### src/rtl/timer_sched_pkg.sv
// Shared types and helpers for the timer scheduler: FSM state encoding and
// the round-robin selection function used at grant time.
package timer_sched_pkg;

   // Upper bound on requesters handled by the selection function; the
   // requester index is carried in IDX_W bits throughout the scheduler.
   localparam int MAX_REQ = 32;
   localparam int IDX_W   = 5;

   typedef enum logic [1:0] {
      IDLE = 2'd0,
      RUN  = 2'd1,
      DONE = 2'd2
   } state_t;

   typedef struct packed {
      logic             valid;
      logic [IDX_W-1:0] idx;
   } rr_pick_t;

   // Returns the first set request at or after ptr, wrapping at num_req.
   // ptr is always below num_req, so one conditional subtraction is enough
   // to wrap the candidate index.
   function automatic rr_pick_t rr_next(input logic [MAX_REQ-1:0] req,
                                        input logic [IDX_W-1:0]   ptr,
                                        input int                 num_req);
      rr_pick_t pick;
      int       cand;
      pick.valid = 1'b0;
      pick.idx   = '0;
      for (int k = 0; k < MAX_REQ; k++) begin
         if (k < num_req) begin
            cand = int'(ptr) + k;
            if (cand >= num_req) begin
               cand = cand - num_req;
            end
            if (!pick.valid && req[cand]) begin
               pick.valid = 1'b1;
               pick.idx   = cand[IDX_W-1:0];
            end
         end
      end
      return pick;
   endfunction

   // Next round-robin pointer after servicing idx.
   function automatic logic [IDX_W-1:0] rr_advance(input logic [IDX_W-1:0] idx,
                                                   input int               num_req);
      logic [IDX_W-1:0] nxt;
      if (int'(idx) >= num_req - 1) begin
         nxt = '0;
      end else begin
         nxt = idx + IDX_W'(1);
      end
      return nxt;
   endfunction

endpackage

### src/rtl/sched_timer_core.sv
// Shared interval counter. Cleared by the scheduler while idle, advanced
// while a requester is being timed, and flags when the loaded value is hit.
module sched_timer_core
   import timer_sched_pkg::*;
#(
   parameter int N = 16
) (
   input  logic         clk,
   input  logic         reset,
   input  logic         clear,
   input  logic         enable,
   input  logic [N-1:0] final_value,
   output logic [N-1:0] count,
   output logic         at_final
);

   // Counter register: clear has priority over enable.
   always_ff @(posedge clk) begin
      if (reset || clear) begin
         count <= '0;
      end else if (enable) begin
         count <= count + N'(1);
      end
   end

   assign at_final = (count == final_value);

endmodule

### src/rtl/timer_scheduler.sv
// Round-robin scheduler sharing one interval counter among NUM_REQ
// requesters. A granted requester waits (value + 1) cycles in RUN, then
// receives a one-cycle done pulse while its grant is still held.
module timer_scheduler
   import timer_sched_pkg::*;
#(
   parameter int N       = 16,
   parameter int NUM_REQ = 4
) (
   input  logic                 clk,
   input  logic                 reset,
   input  logic [NUM_REQ-1:0]   req,
   input  logic [NUM_REQ*N-1:0] req_value,
   output logic [NUM_REQ-1:0]   grant,
   output logic [NUM_REQ-1:0]   done,
   output logic                 busy,
   output logic [N-1:0]         count
);

   state_t               state_q, state_d;
   logic [IDX_W-1:0]     rr_ptr_q, rr_ptr_d;
   logic [IDX_W-1:0]     gidx_q, gidx_d;
   logic [N-1:0]         v_q, v_d;
   logic [NUM_REQ-1:0]   grant_q, grant_d;
   logic [NUM_REQ-1:0]   done_q, done_d;
   logic                 clear;
   logic                 enable;
   logic                 at_final;
   logic [MAX_REQ-1:0]   req_ext;
   rr_pick_t             pick;

   // Zero-extended request vector lets the selection function and the
   // abort check index with the full IDX_W-bit requester index.
   assign req_ext = MAX_REQ'(req);
   assign pick    = rr_next(req_ext, rr_ptr_q, NUM_REQ);

   sched_timer_core #(
      .N (N)
   ) u_core (
      .clk         (clk),
      .reset       (reset),
      .clear       (clear),
      .enable      (enable),
      .final_value (v_q),
      .count       (count),
      .at_final    (at_final)
   );

   // Next-state, counter control and registered-output next values.
   always_comb begin
      state_d  = state_q;
      rr_ptr_d = rr_ptr_q;
      gidx_d   = gidx_q;
      v_d      = v_q;
      grant_d  = grant_q;
      done_d   = '0;
      clear    = 1'b0;
      enable   = 1'b0;
      case (state_q)
         IDLE: begin
            clear = 1'b1;
            if (pick.valid) begin
               state_d = RUN;
               gidx_d  = pick.idx;
               v_d     = req_value[int'(pick.idx)*N +: N];
               grant_d = NUM_REQ'(1) << pick.idx;
            end
         end
         RUN: begin
            if (!req_ext[gidx_q]) begin
               // Requester withdrew: release without done, still move on.
               state_d  = IDLE;
               grant_d  = '0;
               rr_ptr_d = rr_advance(gidx_q, NUM_REQ);
            end else if (at_final) begin
               // Counter holds at V so it can never pass it or wrap.
               state_d = DONE;
               done_d  = grant_q;
            end else begin
               enable = 1'b1;
            end
         end
         DONE: begin
            state_d  = IDLE;
            grant_d  = '0;
            rr_ptr_d = rr_advance(gidx_q, NUM_REQ);
         end
         default: begin
            state_d = IDLE;
            grant_d = '0;
         end
      endcase
   end

   // State, pointer, latched value and output registers.
   always_ff @(posedge clk) begin
      if (reset) begin
         state_q  <= IDLE;
         rr_ptr_q <= '0;
         gidx_q   <= '0;
         v_q      <= '0;
         grant_q  <= '0;
         done_q   <= '0;
      end else begin
         state_q  <= state_d;
         rr_ptr_q <= rr_ptr_d;
         gidx_q   <= gidx_d;
         v_q      <= v_d;
         grant_q  <= grant_d;
         done_q   <= done_d;
      end
   end

   assign grant = grant_q;
   assign done  = done_q;
   assign busy  = (state_q != IDLE);

endmodule

### config.mk
export PLATFORM = sky130hd
export DESIGN_NAME = timer_scheduler
export DESIGN_NICKNAME = d
export VERILOG_FILES = /design/src/rtl/timer_sched_pkg.sv /design/src/rtl/sched_timer_core.sv /design/src/rtl/timer_scheduler.sv
export SDC_FILE = /design/constraint.sdc
export NUM_CORES = 1
export LEC_CHECK = 0
export ABC_AREA = 1
export CORE_MARGIN = 4
export CORE_UTILIZATION = 37
export CTS_BUF_LIST = sky130_fd_sc_hd__clkbuf_16
export CTS_CLUSTER_DIAMETER = 200
export DETAILED_ROUTE_END_ITERATION = 10
export PLACE_DENSITY_LB_ADDON = 0.25
export SLEW_MARGIN = 20
export SYNTH_ARGS = -nofsm -noshare
export SYNTH_HDL_FRONTEND = slang
export SYNTH_SLANG_ARGS = --single-unit
### constraint.sdc
create_clock -name clk -period 3.4 [get_ports clk]
set_input_delay 0.85 -clock clk [delete_from_list [all_inputs] [get_ports clk]]
set_output_delay 0.85 -clock clk [all_outputs]
set_load 0.005 [all_outputs]
==> impl_metrics.ini, run 1 <==
[worst_setup_path]
cp_data_arrival_time_ns = 3.26
r2r-start = rr_ptr_q[2]
cp.required_ns = 3.65
worstSetupEndpointType = flip-flop
r2r_cells = 16
crit_type = flip-flop to flip-flop
r2r_setup_slack_ns = 0.39
cp_max_fo = 18
crit_path_start = rr_ptr_q[2]
startpoint_type = flip-flop
timing.rr.end = v_q[6]
crit_end = v_q[6]

[global_routing]
grt_pass1_vias = 4026
grt_pass1_wl_mm = 19.1
grt_max_degree = 36
grt_overflow = 0
antenna_found_initial = 0
grtUsageTotal_pct = 18.2

[route]
drc = 0
drt-vias-per-instance = 4.93
wl_mm = 11.4
postRouteAntennaNets = 0
drt_first_iter_violations = 263
drt_first_pass_iters = 5
avgRoutedWirePerCell_microns = 13.2
vias = 4229

[synth]
synth_edf_count = 0
synth_cells = 630
syn_nets = 719
synth_ff_type = dfxtp_1
yosysUniqueCellTypes = 35
ys.warnings.count = 0
ys_seq_area_share_pct = 26.6
async_reset_ff_share_pct = 0
netlist_area_sq_um = 3910
ys_seq_elements = 52
synth_area_per_cell_sq_um = 6.21

[floorplan]
start_util_pct = 37.9
core_area_sq_um = 10300
die-area_sq_um = 12300
num_io_pins = 95
die_h_microns = 111
rows = 37
chipWidth_microns = 111

[sta]
slew_headroom_pct = 63.3
fin_skew_ns = 0.00883
final.period_utilization_pct = 88.6
worstMarginPinSlew_ns = 0.551
finalHoldViolCount = 0
maxSlewViolCount = 0
finalSetupTns_ns = 0
rsz0062_at_grt = false
final.min_clock_period_ns = 3.01
finalSetupViolCount = 0
timing.fmax_mhz = 332
timing.hold.ws_ns = 0.447

[clock_network]
cts-root-buf = clkbuf_16
cts_tree = built
cts_made_buffers = 5
htree_levels = 2
post_cts_buffers = 0
clockBufferDepth = 2
insertion_delay_ns = 0.29
cts_resized = 0
clk_pin_slew_worst_paths_ns = 0.07
cts_sinks = 52
hold_buffers = 0

[finish]
antennaDiodeCount = 0
final_cell_mix = 206 x nand2_1, 94 x inv_1, 94 x clkdlybuf4s50_1
final_common_cell = nand2_1
fin_util_pct = 49.8
drive_gt1_share_pct = 6.09
final_cell_area_sq_um = 5140
syn2layout_area_growth_pct = 31.5
layout.nets = 810

[placed_design]
port-buffer-count = 94
place_area_sq_um = 5000
globalplace.congestion = 0.894
hpwl_mm = 8.84

[worst_hold_path]
hold_class = flip-flop to flip-flop

[flow_run]
drv_cap = 0

[power_and_ir_drop]
power_density_nw_per_um2 = 827
vdd_drop_max_mv = 0.746
power_mw = 4.26
p_leak_nw = 2.40

[outcome]
status = completed
## cell families after synthesis
group	after synthesis	share of synthesized area, %
compound gates	47	7.07
xor+xnor	21	4.70
fa+ha+maj	19	6.08
buf+inv	124	12.9
flops	52	26.6
simple gates	367	42.6
## stage by stage
stage          setup WS [ns]  std cells
2_1_floorplan          0.747        630
3_3_place_gp           0.261        850
3_5_place_dp           0.244        850
4_1_cts                0.215        858
5_1_grt               0.0465        858
6_report               0.388        858
## layout make-up
class | instances | area, sq um
timing repair buffer | 107 | 1040
sequential | 52 | 1040
inverter | 101 | 382
multi-input combinational | 454 | 2360
fill | 1031 | 5180
tap | 136 | 170
clock buffer | 5 | 125
clock inverter | 3 | 20.0
## critical path: stages, from the launching register on
cell and delay (ns):
dfxtp_1 0.54, ha_1 0.28, nor2_1 0.05, nor2_1 0.14, inv_1 0.08, ha_1 0.29
nor2_1 0.11, nand3_1 0.09, nand2_1 0.08, nand2_1 0.08, inv_2 0.08, nand4_1 0.19
a31oi_4 0.56, nand2_1 0.19, nand3_1 0.10, nand2_1 0.05, inv_1 0.05
## state kept, by name, summed over array words and instances (netlist names)
name and count:
done 4, gidx_q 5, grant 4, rr_ptr_q 5
state_q 2, u_core.count 16, v_q 16
## worst min-delay path by stage
stage,start,end,slack (ns),cells after the start
2_1_floorplan,gidx_q[3],gidx_q[3],0.42,2
3_3_place_gp,gidx_q[3],gidx_q[3],0.43,2
3_5_place_dp,gidx_q[3],gidx_q[3],0.44,2
4_1_cts,gidx_q[3],gidx_q[3],0.44,2
5_1_grt,gidx_q[3],gidx_q[3],0.46,2
6_report,gidx_q[3],gidx_q[3],0.45,2
## cells in the mapped netlist, drive strengths merged (10+ instances only)
master / instances / share of area [%]
nand2: 211 / 21
nor2: 40 / 4.4
nand4: 39 / 6.2
ha: 19 / 6.1
dfxtp: 52 / 27
nand3: 62 / 8.8
inv: 98 / 9.5
nor3: 10 / 1.3
xnor2: 15 / 3.4
a21oi: 24 / 3.1
buf: 17 / 2.6
o21ai: 12 / 1.5
## metal layers
metal  up-vias  part of all wire [%]  track usage [%]
met5         -                     0                0
met4         0                  0.85             3.61
met3         8                   6.7             4.31
met2       128                    45             29.7
met1      1906                    48             24.7
li1       2187                     -                -
## power breakdown
group | leakage [nW] | internal, mW | switching (mW)
registers | 0.424 | 0.729 | 0.103
logic | 1.90 | 1.03 | 1.89
clock network | 0.0712 | 0.272 | 0.232
Note: power is estimated with default switching activity, not from simulation.
==> inputs of run 2 (changes only) <==
clock period = 3.1 ns   (was 3.4 ns; I/O delays follow)
==> run 2 against run 1 <==
  * Maximum frequency up 9.2%
  * Sequential share of layout area down 0.50 points
  * Combinational power up 21%
==> impl_metrics.ini, run 2 (same netlist as run 1, synthesis figures left out) <==
[route]
drt-vias-per-instance = 4.90
wl_mm = 11.4
vias = 4233
drc = 0
drt_first_pass_iters = 5
avgRoutedWirePerCell_microns = 13.2
drt_first_iter_violations = 232
postRouteAntennaNets = 0

[worst_setup_path]
cp_max_fo = 35
cp.required_ns = 3.29
path_cells = buf_4 > ha_1 > inv_1 > nand2_1 > nand2_1 > inv_1 > ha_1 > nand2_1 > nand3_1 > nor2_1 > nand2_1 > nand2_1 > nand2_2 > nand3_1 > nand2_1 > nand2_2 > nand3_2 > buf_12 > nand2_1 > nand2_1 > nand2_1 > nand3_1 > nand2_1 > inv_1
cpLargestDelayFamily = simple AND/OR/NAND/NOR gates
crit_type = flip-flop to flip-flop
startpoint_type = flip-flop
worstSetupEndpointType = flip-flop
cp_common_cell = nand2_1
cp_data_arrival_time_ns = 2.95
crit_buf_inv = 5
slowest_stage = dfxtp_1
slowest_delay_ns = 0.31

[sta]
fin_skew_ns = 0.00762
finalSetupViolCount = 0
finalSetupTns_ns = 0
timing.hold.ws_ns = 0.445
final.period_utilization_pct = 89.0
slew_headroom_pct = 70.1
timing.fmax_mhz = 362
rsz0062_at_grt = false
finalHoldViolCount = 0
worstMarginPinSlew_ns = 0.446
final.min_clock_period_ns = 2.76
setup_ws_ns = 0.341
maxSlewViolCount = 0

[floorplan]
chipWidth_microns = 111
num_io_pins = 95
die_h_microns = 111
die-area_sq_um = 12300
core_area_sq_um = 10300
rows = 37
start_util_pct = 37.9

[outcome]
status = completed

[placed_design]
hpwl_mm = 9.06
pre_cts_slack_ns = 0.214
port-buffer-count = 94
globalplace.congestion = 0.869
place_area_sq_um = 5080

[clock_network]
cts_sinks = 52
cts_tree = built
clk_pin_slew_worst_paths_ns = 0.07
htree_levels = 2
clockBufferDepth = 2
cts_made_buffers = 5
cts-root-buf = clkbuf_16
post_cts_buffers = 0
insertion_delay_ns = 0.29

[global_routing]
grtUsageTotal_pct = 18.5
grt_overflow = 0
use_met1_pct = 25.2
busiest_layer = met2
grt_pass1_vias = 4084
gr-usage-met2_pct = 30.3
grt_max_degree = 36
grt_pass1_wl_mm = 19.2
gr-usage-met3_pct = 4.04
antenna_found_initial = 0

[worst_hold_path]
hold_class = flip-flop to flip-flop

[flow_run]
drv_cap = 0

[finish]
largestRegisters = u_core.count (16), v_q (16)
antennaDiodeCount = 0
final_cell_area_sq_um = 5280
final_common_cell = nand2_1
fin_util_pct = 51.1
layout.nets = 815
syn2layout_area_growth_pct = 35.0
drive_gt1_share_pct = 7.02
final_cell_mix = 206 x nand2_1, 94 x clkdlybuf4s50_1, 93 x inv_1

[power_and_ir_drop]
power_density_nw_per_um2 = 975
vdd_drop_max_mv = 0.515
p_leak_nw = 2.46
run 2: layout make-up:
cell class / count / area (sq um)
tap: 136 / 170
clock buffer: 5 / 125
inverter: 101 / 382
sequential: 52 / 1040
timing repair buffer: 112 / 1130
clock inverter: 3 / 68.8
fill: 1003 / 5040
multi-input combinational: 454 / 2360
run 2: path summary, 6_finish.rpt:
kind / from / end / slack, ns / cells past startpoint
setup reg to reg: rr_ptr_q[1] / v_q[15] / 0.34 / 24
hold / removal: gidx_q[3] / gidx_q[3] / 0.45 / 2
setup / recovery: rr_ptr_q[1] / v_q[15] / 0.34 / 24
hold reg to reg: gidx_q[3] / gidx_q[3] / 0.45 / 2
run 2: routing by layer:
metal,up-vias,wire (microns)
li1,2202,-
met1,1889,5350
met2,129,5170
met3,13,743
met4,0,126
met5,-,0
run 2: what timing repair did:
action | CTS | global route
hold endpoints to repair | 0 | 0
hold buffers | 0 | 0
gates resized for setup | 0 | 2
setup endpoints to repair | 0 | 9
run 2: per-stage QoR:
| step | instances | total power [mW] |
|---|---|---|
| floorplan | 630 | 3.39 |
| CTS | 863 | 5.19 |
| global placement | 855 | 4.39 |
| global route | 863 | 5.66 |
| finish | 863 | 5.15 |
| detailed placement | 855 | 4.45 |
run 2: power breakdown:
group          switching [mW]  internal (mW)  total [mW]
clock                   0.247          0.465       0.713
combinational            2.16           1.37        3.53
sequential              0.107          0.799       0.907
run 2: tightest hold or removal path, cell delays in order (launching register included):
cell	delay (ns)
dfxtp_1	0.31
nand2_1	0.06
nor2_1	0.03
